File: src/rtl/systolic_pe_sequencer_if.sv
// rtl/systolic_pe_sequencer_if.sv - job/array bundle of the systolic PE sequencer.
// last_job_cycles exists only when SYSTOLIC_SEQ_PERF_CNT_EN is defined.
interface systolic_pe_sequencer_if #(
  parameter int ROWS = 4,
  parameter int COLS = 4,
  parameter int K_W  = 16
);
  localparam int RSW = (ROWS > 1) ? $clog2(ROWS) : 1;

  logic                 start;
  logic [K_W-1:0]       k_len;
  logic                 busy;
  logic                 done;
  logic                 err;
  logic                 pe_clear;
  logic [ROWS-1:0]      a_rd_en;
  logic [COLS-1:0]      b_rd_en;
  logic [ROWS*COLS-1:0] pe_done_flag;
  logic                 out_valid;
  logic [RSW-1:0]       out_row_sel;
`ifdef SYSTOLIC_SEQ_PERF_CNT_EN
  logic [31:0]          last_job_cycles;

  modport master (
    output start, k_len,
    input  busy, done, err, pe_clear, a_rd_en, b_rd_en, pe_done_flag,
           out_valid, out_row_sel, last_job_cycles
  );
  modport slave (
    input  start, k_len,
    output busy, done, err, pe_clear, a_rd_en, b_rd_en, pe_done_flag,
           out_valid, out_row_sel, last_job_cycles
  );
`else
  modport master (
    output start, k_len,
    input  busy, done, err, pe_clear, a_rd_en, b_rd_en, pe_done_flag,
           out_valid, out_row_sel
  );
  modport slave (
    input  start, k_len,
    output busy, done, err, pe_clear, a_rd_en, b_rd_en, pe_done_flag,
           out_valid, out_row_sel
  );
`endif
endinterface

File: src/rtl/systolic_pe_sequencer.sv
// rtl/systolic_pe_sequencer.sv - clear/feed/drain/readout sequencer for a systolic fp16 MAC grid.
// Optional job cycle counter enabled by SYSTOLIC_SEQ_PERF_CNT_EN.
module systolic_pe_sequencer #(
  parameter int ROWS         = 4,
  parameter int COLS         = 4,
  parameter int K_W          = 16,
  parameter int PIPE_STAGE   = 2,
  parameter int DONE_OFFSET  = 3,
  parameter int DRAIN_CYCLES = 10
) (
  input logic clk,
  input logic reset,
  systolic_pe_sequencer_if.slave bus
);
  // One extra bit so t never wraps for the largest k_len.
  localparam int TW  = K_W + 1;
  localparam int RSW = (ROWS > 1) ? $clog2(ROWS) : 1;

  if (DONE_OFFSET <= PIPE_STAGE) begin : g_bad_offset
    $error("DONE_OFFSET must exceed the PE multiplier pipeline depth");
  end

  typedef enum logic [2:0] {
    S_IDLE, S_CLEAR, S_FEED, S_DRAIN, S_READ, S_DONE
  } state_t;

  state_t               r_state;
  logic [K_W-1:0]       r_k;
  logic [TW-1:0]        r_t;
  logic [TW-1:0]        w_t_next;
  logic [TW-1:0]        w_t_last;
  logic [ROWS-1:0]      w_a_en;
  logic [COLS-1:0]      w_b_en;
  logic [ROWS*COLS-1:0] w_flag;

  function automatic logic in_window(input logic [TW-1:0] t, input logic [K_W-1:0] k,
                                     input int lane);
    logic [TW:0] tx, lo, hi;
    tx = {1'b0, t};
    lo = (TW+1)'(lane);
    hi = {2'b00, k} + lo - (TW+1)'(1);
    return (tx >= lo) && (tx <= hi);
  endfunction

  // Enables are computed for the t of the coming cycle so they can be registered.
  assign w_t_next = (r_state == S_FEED) ? r_t + TW'(1) : '0;
  assign w_t_last = {1'b0, r_k} + TW'(DONE_OFFSET + ROWS + COLS - 3);

  always_comb begin
    w_a_en = '0;
    w_b_en = '0;
    w_flag = '0;
    for (int i = 0; i < ROWS; i++) w_a_en[i] = in_window(w_t_next, r_k, i);
    for (int j = 0; j < COLS; j++) w_b_en[j] = in_window(w_t_next, r_k, j);
    for (int i = 0; i < ROWS; i++)
      for (int j = 0; j < COLS; j++)
        w_flag[i*COLS+j] = ({1'b0, w_t_next} == {2'b00, r_k} + (TW+1)'(DONE_OFFSET + i + j - 1));
  end

  always_ff @(posedge clk) begin
    if (reset) begin
      r_state          <= S_IDLE;
      r_k              <= '0;
      r_t              <= '0;
      bus.busy         <= 1'b0;
      bus.done         <= 1'b0;
      bus.err          <= 1'b0;
      bus.pe_clear     <= 1'b0;
      bus.a_rd_en      <= '0;
      bus.b_rd_en      <= '0;
      bus.pe_done_flag <= '0;
      bus.out_valid    <= 1'b0;
      bus.out_row_sel  <= '0;
    end else begin
      bus.done         <= 1'b0;
      bus.err          <= 1'b0;
      bus.pe_clear     <= 1'b0;
      bus.a_rd_en      <= '0;
      bus.b_rd_en      <= '0;
      bus.pe_done_flag <= '0;
      bus.out_valid    <= 1'b0;
      case (r_state)
        S_IDLE: begin
          if (bus.start) begin
            if (bus.k_len != '0) begin
              r_k          <= bus.k_len;
              r_state      <= S_CLEAR;
              bus.pe_clear <= 1'b1;
              bus.busy     <= 1'b1;
            end else begin
              bus.err <= 1'b1;
            end
          end
        end
        S_CLEAR: begin
          r_state          <= S_FEED;
          r_t              <= '0;
          bus.a_rd_en      <= w_a_en;
          bus.b_rd_en      <= w_b_en;
          bus.pe_done_flag <= w_flag;
        end
        S_FEED: begin
          if (r_t == w_t_last) begin
            r_state <= S_DRAIN;
            r_t     <= '0;
          end else begin
            r_t              <= w_t_next;
            bus.a_rd_en      <= w_a_en;
            bus.b_rd_en      <= w_b_en;
            bus.pe_done_flag <= w_flag;
          end
        end
        S_DRAIN: begin
          // r_t is reused as the drain counter.
          if (r_t == TW'(DRAIN_CYCLES - 1)) begin
            r_state         <= S_READ;
            bus.out_valid   <= 1'b1;
            bus.out_row_sel <= '0;
          end else begin
            r_t <= r_t + TW'(1);
          end
        end
        S_READ: begin
          if (bus.out_row_sel == RSW'(ROWS - 1)) begin
            r_state         <= S_DONE;
            bus.done        <= 1'b1;
            bus.out_row_sel <= '0;
          end else begin
            bus.out_valid   <= 1'b1;
            bus.out_row_sel <= bus.out_row_sel + RSW'(1);
          end
        end
        S_DONE: begin
          r_state  <= S_IDLE;
          bus.busy <= 1'b0;
        end
        default: r_state <= S_IDLE;
      endcase
    end
  end

`ifdef SYSTOLIC_SEQ_PERF_CNT_EN
  logic [31:0] r_cyc;

  // Preloaded to 1 in IDLE so the CLEAR cycle is already counted.
  always_ff @(posedge clk) begin
    if (reset) begin
      r_cyc               <= '0;
      bus.last_job_cycles <= '0;
    end else if (r_state == S_IDLE) begin
      r_cyc <= 32'd1;
    end else begin
      if (r_cyc != 32'hFFFF_FFFF) r_cyc <= r_cyc + 32'd1;
      if (r_state == S_DONE) bus.last_job_cycles <= r_cyc;
    end
  end
`endif
endmodule
File: src/flat_wrapper.sv
// flat-port wrapper written by rule: the top's interface ports become plain ports
module systolic_pe_sequencer_flat 
#(
  parameter int ROWS         = 4,
  parameter int COLS         = 4,
  parameter int K_W          = 16,
  parameter int PIPE_STAGE   = 2,
  parameter int DONE_OFFSET  = 3,
  parameter int DRAIN_CYCLES = 10
)
  (clk, reset, bus_start, bus_k_len, bus_busy, bus_done, bus_err, bus_pe_clear, bus_a_rd_en, bus_b_rd_en, bus_pe_done_flag, bus_out_valid, bus_out_row_sel);
  systolic_pe_sequencer_if #(.ROWS(ROWS), .COLS(COLS), .K_W(K_W)) bus_i ();
  input logic clk;
  input logic reset;
  input wire logic [$bits(bus_i.start)-1:0] bus_start;
  input wire logic [$bits(bus_i.k_len)-1:0] bus_k_len;
  output wire logic [$bits(bus_i.busy)-1:0] bus_busy;
  output wire logic [$bits(bus_i.done)-1:0] bus_done;
  output wire logic [$bits(bus_i.err)-1:0] bus_err;
  output wire logic [$bits(bus_i.pe_clear)-1:0] bus_pe_clear;
  output wire logic [$bits(bus_i.a_rd_en)-1:0] bus_a_rd_en;
  output wire logic [$bits(bus_i.b_rd_en)-1:0] bus_b_rd_en;
  output wire logic [$bits(bus_i.pe_done_flag)-1:0] bus_pe_done_flag;
  output wire logic [$bits(bus_i.out_valid)-1:0] bus_out_valid;
  output wire logic [$bits(bus_i.out_row_sel)-1:0] bus_out_row_sel;
  assign bus_i.start = bus_start;
  assign bus_i.k_len = bus_k_len;
  assign bus_busy = bus_i.busy;
  assign bus_done = bus_i.done;
  assign bus_err = bus_i.err;
  assign bus_pe_clear = bus_i.pe_clear;
  assign bus_a_rd_en = bus_i.a_rd_en;
  assign bus_b_rd_en = bus_i.b_rd_en;
  assign bus_pe_done_flag = bus_i.pe_done_flag;
  assign bus_out_valid = bus_i.out_valid;
  assign bus_out_row_sel = bus_i.out_row_sel;
  systolic_pe_sequencer #(.ROWS(ROWS), .COLS(COLS), .K_W(K_W), .PIPE_STAGE(PIPE_STAGE), .DONE_OFFSET(DONE_OFFSET), .DRAIN_CYCLES(DRAIN_CYCLES)) u_core (.clk(clk), .reset(reset), .bus(bus_i));
endmodule
File: config.mk
export PLATFORM = sky130hd
export DESIGN_NAME = systolic_pe_sequencer_flat
export DESIGN_NICKNAME = d
export VERILOG_FILES = /design/src/rtl/systolic_pe_sequencer_if.sv /design/src/rtl/systolic_pe_sequencer.sv /design/src/flat_wrapper.sv
export SDC_FILE = /design/constraint.sdc
export NUM_CORES = 1
export LEC_CHECK = 0
export ABC_CLOCK_PERIOD_IN_PS = 5400
export CORE_MARGIN = 4
export CORE_UTILIZATION = 52
export DETAILED_ROUTE_END_ITERATION = 12
export GPL_ROUTABILITY_DRIVEN = 0
export MAX_ROUTING_LAYER = met4
export PLACE_DENSITY_LB_ADDON = 0.2
export SYNTH_ARGS = -nofsm -noshare
export SYNTH_HDL_FRONTEND = slang
export SYNTH_SLANG_ARGS = --single-unit
File: constraint.sdc
create_clock -name clk -period 5.4 [get_ports clk]
set_input_delay 1.08 -clock clk [delete_from_list [all_inputs] [get_ports clk]]
set_output_delay 1.08 -clock clk [all_outputs]
set_load 0.02 [all_outputs]
# After elaboration in Yosys (flattened, before gate mapping)
# Cells that the tools add are included.
[word_totals]
regBits = 63
[op_classes]
n_addsub = 15
n_lt_le_gt_ge = 7
eq_ne = 21
mux = 26
n_bitwise = 3
n_reduce_logical = 15
[op_table]
columns = ["operator", "n"]
rows = [
  ["equality test 17 x 18 -> 1 bit", 7],
  ["<= comparator 17 x 18 -> 1 bit", 4],
  ["adder 16 x 3 -> 17 bit (second input constant)", 4],
  ["subtractor 18 x 1 -> 18 bit (second input constant)", 3],
  ["2-to-1 mux 17 bit", 3],
  ["case mux 17 bit (3 select lines)", 1],
  ["adder 16 x 2 -> 17 bit (second input constant)", 2],
  ["adder 16 x 4 -> 17 bit (second input constant)", 2],
  ["greater-or-equal comparator 17 x 2 -> 1 bit (second input constant)", 2],
  ["case mux 16 bit (2 select lines)", 1],
  ["adder 16 x 1 -> 17 bit (second input constant)", 1],
  ["adder 17 x 1 -> 17 bit (second input constant)", 1],
  ["equality test 17 bit", 1],
  ["equality test 17 x 4 -> 1 bit (second input constant)", 1],
  ["greater-or-equal comparator 17 x 1 -> 1 bit (second input constant)", 1],
  ["subtractor 16 x 1 -> 17 bit (second input constant)", 1],
  ["2-to-1 mux 16 bit", 1],
  ["nonzero test 16 bit", 1],
  ["2-to-1 mux 3 bit", 5],
  ["case mux 3 bit (5 select lines)", 1],
  ["case mux 4 bit (2 select lines)", 1],
  ["2-to-1 mux 1 bit", 7],
  ["equality test 3 x 2 -> 1 bit (second input constant)", 2],
  ["equality test 3 bit (second input constant)", 2],
  ["19 further kinds", 32],
]

# Logic depth before layout (Yosys ltp)
[depth]
ltp_word = 6
depth_mapped = 19
mapped_depth_nobuf = 17

# Worst setup path after synthesis
# OpenSTA, ideal clock, no wires.
[synth_path]
path_kind = "reg2reg"
start = "reg u_core.r_k[0]"
end = "reg u_core.bus.a_rd_en[3]"
setup_time_ns = 0.086
t_arrival_ns = 4.019
t_required_ns = 5.314
slack_ns = 1.296
stages_incl_launch_ff = 18
synth_period_minus_slack_ns = 4.104
cell_sequence = "dfxtp_1 clkbuf_1 inv_1 ha_1 nand2b_1 xnor2_1 a21boi_0 and3_1 clkbuf_1 mux2i_1 o22ai_1 xnor2_1 ha_1 nand4_1 or4_1 nor3b_1 a211oi_1 a211oi_1"
[synth_between]
elab_chain_len = 6
[synth_rtl]
columns = ["element", "line", "rtl"]
rows = [
  ["from (decl)", "systolic_pe_sequencer.sv:28", "logic [K_W-1:0] r_k;"],
  ["from (signal assigned)", "systolic_pe_sequencer.sv:86", "r_k <= bus.k_len;"],
  ["adder 16 x 2 -> 17 bit", "systolic_pe_sequencer.sv:41", "hi = {2'b00, k} + lo - (TW+1)'(1);"],
  ["subtractor 18 x 1 -> 18 bit", "systolic_pe_sequencer.sv:41", ""],
  ["<= comparator 17 x 18 -> 1 bit", "systolic_pe_sequencer.sv:42", "return (tx >= lo) && (tx <= hi);"],
  ["logical AND 1 bit", "systolic_pe_sequencer.sv:42", ""],
  ["2-to-1 mux 4 bit", "systolic_pe_sequencer.sv:103", "if (r_t == w_t_last) begin"],
  ["case mux 4 bit (2 select lines) (*)", "systolic_pe_sequencer.sv:82", "case (r_state)"],
  ["to (signal assigned)", "systolic_pe_sequencer.sv:98", "bus.a_rd_en <= w_a_en;"],
  ["to (signal assigned)", "systolic_pe_sequencer.sv:108", "bus.a_rd_en <= w_a_en;"],
  ["to (decl)", "systolic_pe_sequencer_if.sv:42", "output busy, done, err, pe_clear, a_rd_en, b_rd_en, pe_done_flag,"],
]
# Mark *: on every way between the ends. The rest lies on a longest branch, timed or not.
# A chain may end at the register's enable or synchronous reset.

# Worst setup path after layout
[layout_path]
start = "reg u_core.r_k[1]"
end = "reg u_core.bus.a_rd_en[3]"
# Same word-level chain as after synthesis.

==> PnR_summary.wiki <==
{| class="wikitable"
! Metric !! Value
|-
| Slew Viols, Final || 0
|-
| Die ar. || roughly 19000 sq um
|-
| Async SR Flop Fraction || 0
|-
| Class of the worst hold path || flop to flop
|-
| Number of cell rows || 46
|-
| Final critical-path required period || 4680 ps
|-
| Synthesis-to-layout area growth || 8.12%
|-
| Clock skew after layout || roughly 15 ps
|-
| Overflow left after global routing || 0
|-
| Final worst-path cycle share || 0.866
|-
| Instance area at placement || between 9000 and 10000 sq um
|-
| Total clock buffers created by CTS || 5
|-
| Number of max-cap violations || 0
|-
| Buffer count from post-CTS setup fixing || 0
|-
| Area occupied by multi-input gates || 7040 sq um
|-
| Wire length of the first global-routing pass || roughly 45 mm
|-
| Most used DFF post-synth || sky130_fd_sc_hd__dfxtp_1
|-
| Final design instance area without fill || ~9400 sq um
|-
| Placed cell count || 1390
|-
| Diode insertion count for antenna repair || 0
|-
| Total area of sequential cells || between 1000 and 1500 sq um
|-
| Endpoints failing hold || 0
|-
| Initial antenna violation count || 0
|-
| Routed vias/inst || roughly 6.4
|-
| Cell area after technology mapping || 8670 sq um
|-
| Power density relative to cell area || between 100 and 150 nW/um^2
|-
| PostCTS Resize Cnt || 0
|-
| Sinks on the clock net || 54
|-
| CP max FO || 13
|-
| Number of flops mapped to enable cells by yosys || 0
|-
| Worst VDD drop || between 0.0001 and 0.00015 V
|-
| Achievable Freq || approximately 0.21 GHz
|-
| Number of placed I/O pins || 50
|-
| Final-report setup violation count || 0
|-
| Final net count || around 1300
|-
| Worst Tran Pin Value || between 1000 and 1500 ps
|-
| HPWL after DPL || approximately 23 mm
|-
| Classification of the worst setup path || flop to flop
|-
| Status || finished clean
|-
| Data arrival at the endpoint of the critical path || about 5000 ps
|-
| Layout cell share with drive strength beyond 1 || 0.0558
|-
| Detailed-route wire length per cell || approximately 21 microns
|-
| Vias in the first global route || 8121
|-
| CTS tree || built
|-
| Count of antenna-violating nets left after detailed routing || 0
|-
| Register bit total from synthesis || 54
|-
| Skew-Pair Late Insertion Delay || between 300 and 400 ps
|-
| Core footprint || approximately 16000 sq um
|-
| Count of non-filler cells in the finished layout || around 1400
|-
| Number of detailed-routing iterations run before antenna repair || 6
|-
| Tot GR Track Use || 0.320
|-
| Cts hold-fix bufs || 0
|-
| Netlist cell types || 77
|-
| Height of the die || about 140 microns
|-
| Count of input and output buffers || just under 50
|-
| Detailed-route via count || roughly 9000
|-
| Routed WL || slightly below 30 mm
|-
| Root Buffer || sky130_fd_sc_hd__clkbuf_16
|-
| H-tree depth || 2
|-
| Fill cell total of the finished layout || 1534
|-
| Crit. End Element || flop
|-
| Post-CTS clock slew at the launch and capture registers of the worst setup and hold paths || approximately 90 ps
|-
| Leakage power of the design || roughly 0.0036 uW
|-
| Required time reported for the critical path endpoint || about 5600 ps
|-
| Share of the yosys chip area belonging to registers || 0.125
|-
| Number of warning messages in the yosys log || 0
|-
| Starting density of the core || 0.538
|-
| Setup repair after global routing missed its margin || no
|-
| Initial DRC Count || about 1100
|-
| Count of mapped cells out of synthesis || roughly 1200
|-
| DRC violations left || 0
|-
| X dimension of the die || between 100 and 150 microns
|-
| Max_slew headroom || 0.199
|-
| Crit start category || flop
|-
| Synth Area per Inst || roughly 7.3 sq um
|-
| Maximum clock insertion buffer count || 2
|-
| Syn nets || around 1300
|-
| Utilization of the core after routing || 0.582
|-
| Post-route setup TNS || 0 ps
|-
| Largest net degree at the start of global routing || 45
|}
cell type report:
class,instances,area share
multi-input combinational,1008,0.750
sequential,54,0.115
timing repair buffer,81,0.0779
tap,216,0.0288
clock buffer,6,0.0137
inverter,31,0.0124
clock inverter,2,0.00173
critical path, cell delays in order, from the launching register on:
cell and delay, ps:
sky130_fd_sc_hd__dfxtp_1 680, sky130_fd_sc_hd__inv_1 230, sky130_fd_sc_hd__ha_1 340, sky130_fd_sc_hd__nand2b_1 220
sky130_fd_sc_hd__xnor2_1 340, sky130_fd_sc_hd__a21boi_0 320, sky130_fd_sc_hd__and3_1 380, sky130_fd_sc_hd__mux2i_1 270
sky130_fd_sc_hd__o22ai_1 130, sky130_fd_sc_hd__xnor2_1 150, sky130_fd_sc_hd__ha_1 340, sky130_fd_sc_hd__nand4_1 120
sky130_fd_sc_hd__or4_1 520, sky130_fd_sc_hd__nor3b_1 240, sky130_fd_sc_hd__a211oi_1 90, sky130_fd_sc_hd__a211oi_1 210
routing by layer:
layer,GRT usage,wire (microns),part of all wire,vias up
li1,-,-,-,4204
met1,0.398,11800,0.41,4119
met2,0.484,12700,0.43,496
met3,0.0596,2730,0.094,141
met4,0.185,1980,0.068,0
met5,-,0,0,-
cell usage after synthesis (20+ instances only):
library cell / number / area share
sky130_fd_sc_hd__a21o_1: 20 / 0.017
sky130_fd_sc_hd__a21oi_1: 64 / 0.037
sky130_fd_sc_hd__clkbuf_1: 51 / 0.022
sky130_fd_sc_hd__dfxtp_1: 54 / 0.12
sky130_fd_sc_hd__ha_1: 85 / 0.12
sky130_fd_sc_hd__inv_1: 29 / 0.013
sky130_fd_sc_hd__mux2i_1: 26 / 0.030
sky130_fd_sc_hd__nand2_1: 102 / 0.044
sky130_fd_sc_hd__nand3_1: 41 / 0.024
sky130_fd_sc_hd__nand4_1: 34 / 0.025
sky130_fd_sc_hd__nor2_1: 108 / 0.047
sky130_fd_sc_hd__nor3_1: 39 / 0.023
sky130_fd_sc_hd__nor4_1: 33 / 0.024
sky130_fd_sc_hd__o21ai_0: 42 / 0.024
sky130_fd_sc_hd__or3_1: 20 / 0.014
sky130_fd_sc_hd__xnor2_1: 123 / 0.12
sky130_fd_sc_hd__xor2_1: 70 / 0.071
per-stage QoR:
stage	hold slack [ps]	total power (uW)	worst slack, ps
2_1_floorplan	471	882	1300
3_3_place_gp	444	1040	1050
3_5_place_dp	447	1040	904
4_1_cts	458	1400	855
5_1_grt	478	1480	399
6_report	456	1400	723
flip-flops by register name, summed over array words and instances (netlist names):
signal	flops
u_core.r_t	17
u_core.r_k	16
u_core.bus.pe_done_flag	7
u_core.bus.a_rd_en	4
u_core.r_state	3
u_core.bus.out_row_sel	2
u_core.bus.busy	1
u_core.bus.done	1
u_core.bus.err	1
u_core.bus.out_valid	1
u_core.bus.pe_clear	1
cell usage in the layout (no fill, tap or decap), types with 6 or more instances in the layout:
| master | instances |
|---|---|
| sky130_fd_sc_hd__ha_1 | 85 |
| sky130_fd_sc_hd__o31ai_1 | 9 |
| sky130_fd_sc_hd__mux2i_1 | 26 |
| sky130_fd_sc_hd__o21ai_0 | 41 |
| sky130_fd_sc_hd__nor2_1 | 108 |
| sky130_fd_sc_hd__dfxtp_1 | 54 |
| sky130_fd_sc_hd__a211oi_1 | 7 |
| sky130_fd_sc_hd__or2_2 | 7 |
| sky130_fd_sc_hd__xnor2_1 | 123 |
| sky130_fd_sc_hd__xor2_1 | 70 |
| sky130_fd_sc_hd__nor3_1 | 39 |
| sky130_fd_sc_hd__nor4_1 | 33 |
| sky130_fd_sc_hd__nor3b_1 | 11 |
| sky130_fd_sc_hd__a21oi_1 | 63 |
| sky130_fd_sc_hd__nand2_1 | 102 |
| sky130_fd_sc_hd__nand2b_1 | 13 |
| sky130_fd_sc_hd__o21a_1 | 12 |
| sky130_fd_sc_hd__nand3_1 | 41 |
| sky130_fd_sc_hd__or3_1 | 20 |
| sky130_fd_sc_hd__and2_1 | 9 |
| sky130_fd_sc_hd__nand4_1 | 34 |
| sky130_fd_sc_hd__nor2b_1 | 11 |
| sky130_fd_sc_hd__nor4b_1 | 6 |
| sky130_fd_sc_hd__a31oi_1 | 6 |
| sky130_fd_sc_hd__a21o_1 | 20 |
| sky130_fd_sc_hd__and3_1 | 11 |
| sky130_fd_sc_hd__inv_1 | 29 |
| sky130_fd_sc_hd__or4_1 | 12 |
| sky130_fd_sc_hd__buf_4 | 32 |
| sky130_fd_sc_hd__o211ai_1 | 7 |
| sky130_fd_sc_hd__nand3b_1 | 7 |
| sky130_fd_sc_hd__clkdlybuf4s50_1 | 49 |
final timing paths:
check | from | to | slack (ps) | cells after the start
max reg2reg | u_core.r_k[1] | u_core.bus.a_rd_en[3] | 720 | 15
min reg2reg | u_core.bus.busy | u_core.bus.busy | 460 | 2
max | u_core.r_k[1] | u_core.bus.a_rd_en[3] | 720 | 15
min | u_core.bus.busy | u_core.bus.busy | 460 | 2
report_power, final:
part / switching, uW / internal (uW)
Clock: 175 / 175
Sequential: 40.8 / 410
Combinational: 357 / 243
Total: 573 / 828
cells by family after synthesis:
group	count (synthesis)	synth area share
flip-flops	54	0.125
buffers and inverters	127	0.0655
multiplexers	27	0.0313
AND/OR/NAND/NOR	484	0.292
AO/OA/AOI/OAI	215	0.161
XOR/XNOR	197	0.204
adder cells (fa/ha/maj)	85	0.123
Power figures use the tool's default switching activity.
